## config.mk

```make
export PLATFORM = sky130hd
export DESIGN_NAME = clock_mode_ctrl
export DESIGN_NICKNAME = d
export VERILOG_FILES = /design/src/rtl/clock_mode_ctrl.sv
export SDC_FILE = /design/constraint.sdc
export NUM_CORES = 1
export LEC_CHECK = 0
export CAP_MARGIN = 40
export CORE_ASPECT_RATIO = 1.4
export CORE_MARGIN = 2
export CORE_UTILIZATION = 50
export CTS_BUF_LIST = sky130_fd_sc_hd__clkbuf_2 sky130_fd_sc_hd__clkbuf_4 sky130_fd_sc_hd__clkbuf_8
export CTS_CLUSTER_SIZE = 25
export DETAILED_ROUTE_END_ITERATION = 8
export PLACE_DENSITY = 0.79
export SLEW_MARGIN = 0
export SYNTH_ARGS = -nofsm -noshare
export SYNTH_HDL_FRONTEND = slang
export SYNTH_SLANG_ARGS = --single-unit
export TNS_END_PERCENT = 10
```

## constraint.sdc

```tcl
create_clock -name clk -period 1.85 [get_ports clk]
set_input_delay 0.37 -clock clk [delete_from_list [all_inputs] [get_ports clk]]
set_output_delay 0.37 -clock clk [all_outputs]
set_load 0.005 [all_outputs]
```

## src/rtl/clock_mode_ctrl.sv

```systemverilog
// clock_mode_ctrl: time-setting mode controller for a 24h clock.
// Freezes the second tick while the user edits hours/minutes, then
// issues a one-cycle load strobe to the time counter on commit.
// Abandons an edit after TIMEOUT_S idle seconds.
// Optional build macro CLOCK_ALARM_EN adds alarm-time edit states,
// alarm registers and the alarm_ring output.
module clock_mode_ctrl #(
  parameter int unsigned TIMEOUT_S = 30
) (
  input  logic       clk,
  input  logic       reset,
  input  logic       tick_1hz,
  input  logic       btn_mode,
  input  logic       btn_inc,
  input  logic [4:0] cur_hours,
  input  logic [5:0] cur_minutes,
  output logic       tick_en,
  output logic       load,
  output logic [4:0] load_hours,
  output logic [5:0] load_minutes,
  output logic [1:0] edit_field,
`ifdef CLOCK_ALARM_EN
  output logic       blink,
  output logic       alarm_ring
`else
  output logic       blink
`endif
);

  typedef enum logic [2:0] {
    ST_RUN    = 3'd0,
    ST_SET_H  = 3'd1,
    ST_SET_M  = 3'd2,
`ifdef CLOCK_ALARM_EN
    ST_SET_AH = 3'd4,
    ST_SET_AM = 3'd5,
`endif
    ST_COMMIT = 3'd3
  } state_t;

  state_t     r_state;
  state_t     w_next_state;
  logic [4:0] r_edit_h;
  logic [5:0] r_edit_m;
  logic [7:0] r_idle;
  logic       r_blink;

  logic       w_btn;
  logic       w_inc;
  logic       w_editing;
  logic       w_next_editing;
  logic       w_timeout;
  logic       w_consume;

`ifdef CLOCK_ALARM_EN
  logic [4:0] r_edit_ah;
  logic [5:0] r_edit_am;
  logic [4:0] r_alarm_h;
  logic [5:0] r_alarm_m;
  logic       r_match_d;
  logic       r_alarm_ring;
  logic       w_match;
`endif

  // Button qualification, idle timeout and alarm-clear consumption
  always_comb begin
    w_btn     = btn_mode | btn_inc;
    // btn_mode has priority: a simultaneous btn_inc is dropped
    w_inc     = btn_inc & ~btn_mode;
    w_editing = (r_state == ST_SET_H) || (r_state == ST_SET_M)
`ifdef CLOCK_ALARM_EN
             || (r_state == ST_SET_AH) || (r_state == ST_SET_AM)
`endif
             ;
    w_timeout = w_editing & tick_1hz & ~w_btn
              & (r_idle == 8'(TIMEOUT_S - 1));
`ifdef CLOCK_ALARM_EN
    w_match   = (cur_hours == r_alarm_h) && (cur_minutes == r_alarm_m);
    // a button that silences the alarm does nothing else
    w_consume = (r_state == ST_RUN) & r_alarm_ring & w_btn;
`else
    w_consume = 1'b0;
`endif
  end

  // Next-state logic
  always_comb begin
    w_next_state = r_state;
    unique case (r_state)
      ST_RUN:    if (btn_mode && !w_consume) w_next_state = ST_SET_H;
      ST_SET_H:  if (btn_mode)      w_next_state = ST_SET_M;
                 else if (w_timeout) w_next_state = ST_RUN;
`ifdef CLOCK_ALARM_EN
      ST_SET_M:  if (btn_mode)      w_next_state = ST_SET_AH;
                 else if (w_timeout) w_next_state = ST_RUN;
      ST_SET_AH: if (btn_mode)      w_next_state = ST_SET_AM;
                 else if (w_timeout) w_next_state = ST_RUN;
      ST_SET_AM: if (btn_mode)      w_next_state = ST_COMMIT;
                 else if (w_timeout) w_next_state = ST_RUN;
`else
      ST_SET_M:  if (btn_mode)      w_next_state = ST_COMMIT;
                 else if (w_timeout) w_next_state = ST_RUN;
`endif
      ST_COMMIT: w_next_state = ST_RUN;
      default:   w_next_state = ST_RUN;
    endcase
    w_next_editing = (w_next_state == ST_SET_H) || (w_next_state == ST_SET_M)
`ifdef CLOCK_ALARM_EN
                  || (w_next_state == ST_SET_AH) || (w_next_state == ST_SET_AM)
`endif
                  ;
  end

  // State register
  always_ff @(posedge clk) begin
    if (reset) r_state <= ST_RUN;
    else       r_state <= w_next_state;
  end

  // Edit value registers: snapshot on entry, wrap-increment per field
  always_ff @(posedge clk) begin
    if (reset) begin
      r_edit_h <= '0;
      r_edit_m <= '0;
    end else if (r_state == ST_RUN && btn_mode && !w_consume) begin
      r_edit_h <= cur_hours;
      r_edit_m <= cur_minutes;
    end else if (r_state == ST_SET_H && w_inc) begin
      r_edit_h <= (r_edit_h == 5'd23) ? '0 : r_edit_h + 5'd1;
    end else if (r_state == ST_SET_M && w_inc) begin
      r_edit_m <= (r_edit_m == 6'd59) ? '0 : r_edit_m + 6'd1;
    end
  end

  // Idle counter: restarts on any press or state change, counts seconds while editing
  always_ff @(posedge clk) begin
    if (reset)                                  r_idle <= '0;
    else if (w_btn || w_next_state != r_state)  r_idle <= '0;
    else if (w_editing && tick_1hz)             r_idle <= r_idle + 8'd1;
  end

  // Blink phase: on at field entry, toggles each second, off outside edits
  always_ff @(posedge clk) begin
    if (reset)                        r_blink <= 1'b0;
    else if (!w_next_editing)         r_blink <= 1'b0;
    else if (w_next_state != r_state) r_blink <= 1'b1;
    else if (tick_1hz)                r_blink <= ~r_blink;
  end

`ifdef CLOCK_ALARM_EN
  // Alarm edit copies and committed alarm time
  always_ff @(posedge clk) begin
    if (reset) begin
      r_edit_ah <= '0;
      r_edit_am <= '0;
      r_alarm_h <= '0;
      r_alarm_m <= '0;
    end else begin
      if (r_state == ST_RUN && btn_mode && !w_consume) begin
        r_edit_ah <= r_alarm_h;
        r_edit_am <= r_alarm_m;
      end else if (r_state == ST_SET_AH && w_inc) begin
        r_edit_ah <= (r_edit_ah == 5'd23) ? '0 : r_edit_ah + 5'd1;
      end else if (r_state == ST_SET_AM && w_inc) begin
        r_edit_am <= (r_edit_am == 6'd59) ? '0 : r_edit_am + 6'd1;
      end
      if (r_state == ST_COMMIT) begin
        r_alarm_h <= r_edit_ah;
        r_alarm_m <= r_edit_am;
      end
    end
  end

  // Alarm ring: set on rising match edge in RUN, cleared by any button in RUN
  always_ff @(posedge clk) begin
    if (reset) begin
      r_match_d    <= 1'b0;
      r_alarm_ring <= 1'b0;
    end else begin
      r_match_d <= w_match;
      if (r_state == ST_RUN && w_btn)
        r_alarm_ring <= 1'b0;
      else if (r_state == ST_RUN && w_match && !r_match_d)
        r_alarm_ring <= 1'b1;
    end
  end

  assign alarm_ring = r_alarm_ring;
`endif

  // Output decode
  always_comb begin
    tick_en      = tick_1hz & (r_state == ST_RUN);
    load         = (r_state == ST_COMMIT);
    load_hours   = r_edit_h;
    load_minutes = r_edit_m;
    blink        = r_blink;
    edit_field   = 2'b00;
    unique case (r_state)
      ST_SET_H:  edit_field = 2'b01;
      ST_SET_M:  edit_field = 2'b10;
`ifdef CLOCK_ALARM_EN
      ST_SET_AH: edit_field = 2'b11;
      ST_SET_AM: edit_field = 2'b11;
`endif
      default:   edit_field = 2'b00;
    endcase
  end

endmodule

```

==> impl_metrics.ini, run 1 <==
[timing]
post_layout_worst_setup_margin_ns = -0.0117
timing.final.crit_share = 1.01
fin_crit_ns = 1.86
unrepaired_setup_endpoints_after_global_routing = true
skew_ns = 0.00228
final_report_max_slew_violation_count = 0
final-hold-violation-count = 0
fmax_mhz = 537
report.final.setup_viol = 1

[detailed_routing]
detail_route.wl_per_cell_microns = 14.7
wl_mm = 3.73
drtIter0Drc = 37
post_drt_via_cell_ratio = 5.79
routed-via-count = 1464
first_pass_iters = 4
drcViolationCount = 0
final_antenna_net_count = 0

[hold_path]
hold_path.startpoint = r_idle[1]
hp-class = reg -> reg
hold_end = r_idle[1]
holdPathStages = 2

[worst_setup_path]
startpoint_type = flip-flop
required_ns = 1.48
timing.reg2reg.worst_path_depth = 4
critPathCaptureType = primary output
setup.worst_path.class = reg -> out
timing.reg2reg.setup_slack_ns = 0.18
crit_path_max_fanout = 18
rr_startpoint = r_state[0]
endpoint_of_the_worst_register_to_register_path = load_hours[3]
critical_path_arrival_ns = 1.49

[job]
max-cap-violations = 0

[pwr]
power_report.internal_total_mw = 0.813
power.share.combinational = 0.204
seq_power_share = 0.494
p_leak_nw = 0.741
powerDensity_mw_per_mm2 = 557
vdd.ir_drop.worst_mv = 0.362
p_sw_mw = 0.284
p_sw_frac = 0.259
pwr-share-clk = 0.302

[cells_and_area]
fin_nets = 237
multi_input_area_sq_um = 946
seqCellArea_sq_um = 463
postLayoutCoreUtil = 0.698
share_of_final_layout_standard_cells_stronger_than_drive_strength_1 = 0.167
area.growth.synth_to_final_pct = 34.4
fillerInstances = 232
antennaDiodeCount = 0

[yosys]
netlist_top_cells_count = 23 x sky130_fd_sc_hd__dfxtp_1, 23 x sky130_fd_sc_hd__nor2_1, 11 x sky130_fd_sc_hd__nand2_1, 9 x sky130_fd_sc_hd__nand3_1
largest_area_contributor_in_the_netlist = sky130_fd_sc_hd__dfxtp_1
netlist_area_sq_mm = 0.00147
number_of_synthesized_flops_with_an_enable_pin = 0
postSynthNetCount = 192
synth.top_cell.area_share = 0.314
synthesis.instances = 172
yosys_most_used_dff = sky130_fd_sc_hd__dfxtp_1
synthTopCellsByArea = sky130_fd_sc_hd__dfxtp_1 31%, sky130_fd_sc_hd__nor2_1 5.9%, sky130_fd_sc_hd__xnor2_1 4.8%
synth_async_sr_flop_share = 0
synth_seq_area_share = 0.314
syn-mean-instance-area_sq_um = 8.52
yosys_warns = 0
synth_seq_cells = 23
synth_cell_types = 51

[clock_network]
h-tree-depth = 1
cts_tree = yes
worst_skew_pair.late_latency_ns = 0.26
cts-buffers-inserted = 3
clock_sink_count = 23
path_clk_slew_ns = 0.08
clock_path_buffers = 2
cts-root-buf = sky130_fd_sc_hd__clkbuf_8
cts_hold_buffers = 0

[die]
die_h_microns = 68.1
die_outline_area_sq_mm = 0.00339
die-width_microns = 49.8
design.core.area_sq_mm = 0.00282
initial_utilization = 0.520
io_pins = 32
rows = 23

[run_status]
run_status = finished with violations
violated_checks = negative setup slack

[placement]
place_hpwl_mm = 2.85
buffer_ports.inserted = 31
globalplace.congestion = 0.809
placement.setup.worst_slack_ns = -0.190

[grt]
first_pass_grt_wire_length_mm = 6.20
grt_start_max_net_pins = 19
grt.overflow.total = 0
first_global_vias = 1482
globalRouteTotalUtil = 0.232
antenna_found_initial = 0
layout make-up:
class | count | share of cell area
Timing Repair Buffer | 48 | 0.229
Multi-Input combinational cell | 137 | 0.480
Clock buffer | 4 | 0.0248
Inverter | 4 | 0.00762
Sequential cell | 23 | 0.235
Tap cell | 37 | 0.0235
cells by family after synthesis:
kind of cell	after synthesis	synth area share
AO/OA/AOI/OAI	38	0.190
flip-flops	23	0.314
multiplexers	2	0.0137
other	1	0.00256
AND/OR/NAND/NOR	80	0.325
XOR/XNOR	12	0.0717
buffers and inverters	12	0.0487
adder cells (fa/ha/maj)	4	0.0342
power groups by stage:
| stage | Combinational [mW] | Sequential [mW] | Clock (mW) |
|---|---|---|---|
| CTS | 0.224 | 0.542 | 0.340 |
| floorplan | 0.110 | 0.546 | 0 |
| finish | 0.223 | 0.542 | 0.331 |
| detailed placement | 0.222 | 0.552 | 0 |
| global placement | 0.216 | 0.551 | 0 |
| global route | 0.242 | 0.546 | 0.356 |
layer usage:
layer | up-vias | track usage | routed length, microns
li1 | 714 | - | -
met1 | 711 | 0.235 | 1500
met2 | 29 | 0.477 | 2080
met3 | 10 | 0.0153 | 81
met4 | 0 | 0.108 | 71
met5 | - | 0 | 0
worst max-delay path, cell delays in order, from the launching register on:
cell,delay [ns]
sky130_fd_sc_hd__dfxtp_2,0.37
sky130_fd_sc_hd__buf_12,0.16
sky130_fd_sc_hd__nand2_1,0.10
sky130_fd_sc_hd__nor2_1,0.10
sky130_fd_sc_hd__clkdlybuf4s50_1,0.50
sequential cells by signal (all words and copies together) (netlist names):
register      flops
load_minutes      6
blink             1
load_hours        5
r_idle            8
r_state           3
metrics by stage:
step / hold WS [ns] / power, mW / area (sq um) / setup TNS (ns) / instances
finish: 0.540 / 1.10 / 1970 / -0.0117 / 253
global route: 0.572 / 1.14 / 1970 / -0.108 / 253
CTS: 0.544 / 1.11 / 1960 / -0.106 / 253
detailed placement: 0.525 / 0.774 / 1910 / -0.977 / 249
global placement: 0.499 / 0.767 / 1910 / -0.631 / 249
floorplan: 0.484 / 0.656 / 1470 / 0 / 172
worst max path at each step:
stage | cells past startpoint | start | endpoint
floorplan | 5 | r_idle[0] | r_idle[1]
global placement | 3 | tick_1hz | tick_en
detailed placement | 3 | tick_1hz | tick_en
CTS | 4 | r_state[0] | edit_field[1]
global route | 4 | r_state[1] | load
finish | 4 | r_state[1] | load
cells in the final DEF, fill, tap and decap left out, drive strengths merged, types with 2 or more instances in the layout:
cell type	count
and2	4
xor2	4
nor2b	3
a31oi	2
dlygate4sd2	2
nand3b	3
nor2	23
clkbuf	4
nor3	4
dfxtp	23
ha	4
a211o	2
nand2	12
a21oi	9
o21ai	5
mux2i	2
nor4b	4
o2111ai	2
a211oi	6
nand2b	3
clkdlybuf4s50	28
o221ai	2
nor3b	2
and4b	3
inv	4
nand3	9
xnor2	8
a21boi	2
and3	4
buf	17
o211ai	2
timing repair:
action	4_1_cts	5_1_grt
buffers inserted	0	0
endpoints found under the setup margin	4	10
gates resized for setup	5	2
Power figures use the tool's default switching activity.
==> run 2: changes to the inputs <==
--- a/config.mk
+++ b/config.mk
@@ -7,12 +7,12 @@
 export LEC_CHECK = 0
 export CAP_MARGIN = 40
 export CORE_ASPECT_RATIO = 1.4
-export CORE_MARGIN = 2
 export CORE_UTILIZATION = 50
 export CTS_BUF_LIST = sky130_fd_sc_hd__clkbuf_2 sky130_fd_sc_hd__clkbuf_4 sky130_fd_sc_hd__clkbuf_8
 export CTS_CLUSTER_SIZE = 25
 export DETAILED_ROUTE_END_ITERATION = 8
 export PLACE_DENSITY = 0.79
+export RECOVER_POWER = 100
 export SLEW_MARGIN = 0
 export SYNTH_ARGS = -nofsm -noshare
 export SYNTH_HDL_FRONTEND = slang
==> run 2 against run 1 <==
  * The run now ends clean
  * Setup slack gained 0.097 ns
  * Routed wire length grew 0.97%
  * Combinational power shrank 4%
  * Die area fell by 6.8%
  * Register-to-register slack got worse by 0.08 ns
  * Global-route usage increased by 3.0 points
  * Critical path depth fell by 1
  * Non-clock buffer count up 5
  * Hold slack got worse by 0.0010 ns
  * First-iteration DRC count grew 38%
  * Largest power group unchanged
==> impl_metrics.ini, run 2 (synthesis gave the netlist of run 1 again) <==
[detailed_routing]
met2_wirelength_mm = 2.05
routed-via-count = 1492
post_drt_via_cell_ratio = 5.81
drtIter0Drc = 51
dr_wl_met3_microns = 129
final_antenna_net_count = 0
highest_layer = met4
wl_mm = 3.76
detail_route.wirelength.met1_mm = 1.54
drcViolationCount = 0
first_pass_iters = 4
detail_route.wl_per_cell_microns = 14.6

[clock_network]
cts_tree = yes
clock_sink_count = 23
cts-root-buf = sky130_fd_sc_hd__clkbuf_4
cts-buffers-inserted = 3
path_clk_slew_ns = 0.14
cts_hold_buffers = 0
h-tree-depth = 1
clock_path_buffers = 2
worst_skew_pair.late_latency_ns = 0.31

[cells_and_area]
share_of_final_layout_standard_cells_stronger_than_drive_strength_1 = 0.176
largest_reg_flops = 8
fin_nets = 242
area.growth.synth_to_final_pct = 33.5
final-instance-count-excl-fill = 257
antennaDiodeCount = 0
regMostFlops = r_idle
most-common-layout-cells = 22 x sky130_fd_sc_hd__nor2_1, 20 x sky130_fd_sc_hd__dfxtp_1, 18 x sky130_fd_sc_hd__buf_4
layout_commonest_cell = sky130_fd_sc_hd__nor2_1
stdcell_area_sq_mm = 0.00196

[grt]
grt_start_max_net_pins = 14
first_global_vias = 1453
grt.overflow.total = 0
antenna_found_initial = 0
globalRouteTotalUtil = 0.262
first_pass_grt_wire_length_mm = 6.03

[worst_setup_path]
path_cells = clkdlybuf4s50_1 -> nor4b_2 -> dlygate4sd2_1
crit_slowest_cell = sky130_fd_sc_hd__clkdlybuf4s50_1
critical_path_arrival_ns = 1.39
crit_path_max_fanout = 2
rr_startpoint = r_idle[1]
startpoint = tick_1hz
startpoint_type = input port
timing.reg2reg.setup_slack_ns = 0.10
endpoint_of_the_worst_register_to_register_path = r_idle[1]
timing.reg2reg.worst_path_depth = 8
required_ns = 1.48
critPathCaptureType = primary output
critical_path.max_stage_delay_ns = 0.49
cp-endpoint = tick_en
setup.worst_path.class = in -> out

[die]
rows = 22
design.core.area_sq_mm = 0.00270
initial_utilization = 0.543
io_pins = 32
die-width_microns = 47.8
die_h_microns = 66.1
die_outline_area_sq_mm = 0.00315

[timing]
skew_ns = 0.0100
unrepaired_setup_endpoints_after_global_routing = false
final-hold-violation-count = 0
final_report_max_slew_violation_count = 0
fin_crit_ns = 1.76
report.final.setup_viol = 0
post_layout_worst_setup_margin_ns = 0.0853
hold_ws_ns = 0.539
fmax_mhz = 567
timing.final.crit_share = 0.954

[hold_path]
hp-class = reg -> reg

[run_status]
run_status = finished, final reports clean

[placement]
placement.setup.worst_slack_ns = -0.220
placed_cells = 250
placed_cell_area_sq_mm = 0.00191
place_hpwl_mm = 2.80
buffer_ports.inserted = 31
globalplace.congestion = 0.787

[pwr]
vdd.ir_drop.worst_mv = 0.360
powerDensity_mw_per_mm2 = 510
p_leak_nw = 0.792

[job]
max-cap-violations = 0
## run 2: timing repair
action,in CTS,in global routing
gates resized for setup,10,4
setup buffers,0,3
endpoints found under the setup margin,4,2
## run 2: metal layers
metal,vias to the layer above,global-route usage
li1,723,-
met4,0,0.0903
met3,4,0.0410
met1,730,0.281
met5,-,0
met2,35,0.483
## run 2: area by class of cell
type                    count  area (sq um)
repair buffers             53           464
well taps                  36          45.0
clock inverters             1          5.00
clock buffers               3          22.5
flip-flops and latches     23           469
multi-input cells         137           935
fillers                   246           742
inverters                   4          15.0
## run 2: where the power goes
group	internal [mW]	leakage (nW)	switching, mW
registers	0.514	0.189	0.0287
clock network	0.0808	0.0177	0.158
logic	0.122	0.585	0.0928
total	0.717	0.792	0.280
## run 2: how the worst min path moves through the flow
stage / start / to / cells past startpoint
2_1_floorplan: r_idle[7] / r_idle[7] / 2
3_3_place_gp: r_idle[7] / r_idle[7] / 2
3_5_place_dp: load_minutes[0] / load_minutes[0] / 2
4_1_cts: load_minutes[0] / load_minutes[0] / 2
5_1_grt: r_idle[4] / r_idle[4] / 2
6_report: load_minutes[0] / load_minutes[0] / 2
## run 2: critical path, delay by kind of cell
| kind | cells | cell delay (ns) |
|---|---|---|
| buffers and inverters | 2 | 0.77 |
| AND/OR/NAND/NOR | 1 | 0.26 |
## run 2: through the flow
stage / power, mW / utilization / setup TNS, ns
after floorplan: 0.656 / - / 0
after global placement: 0.765 / 0.707 / -0.959
after detailed placement: 0.772 / 0.707 / -1.30
after CTS: 1.01 / 0.725 / 0
after global routing: 1.05 / 0.725 / 0
final: 0.997 / 0.725 / 0
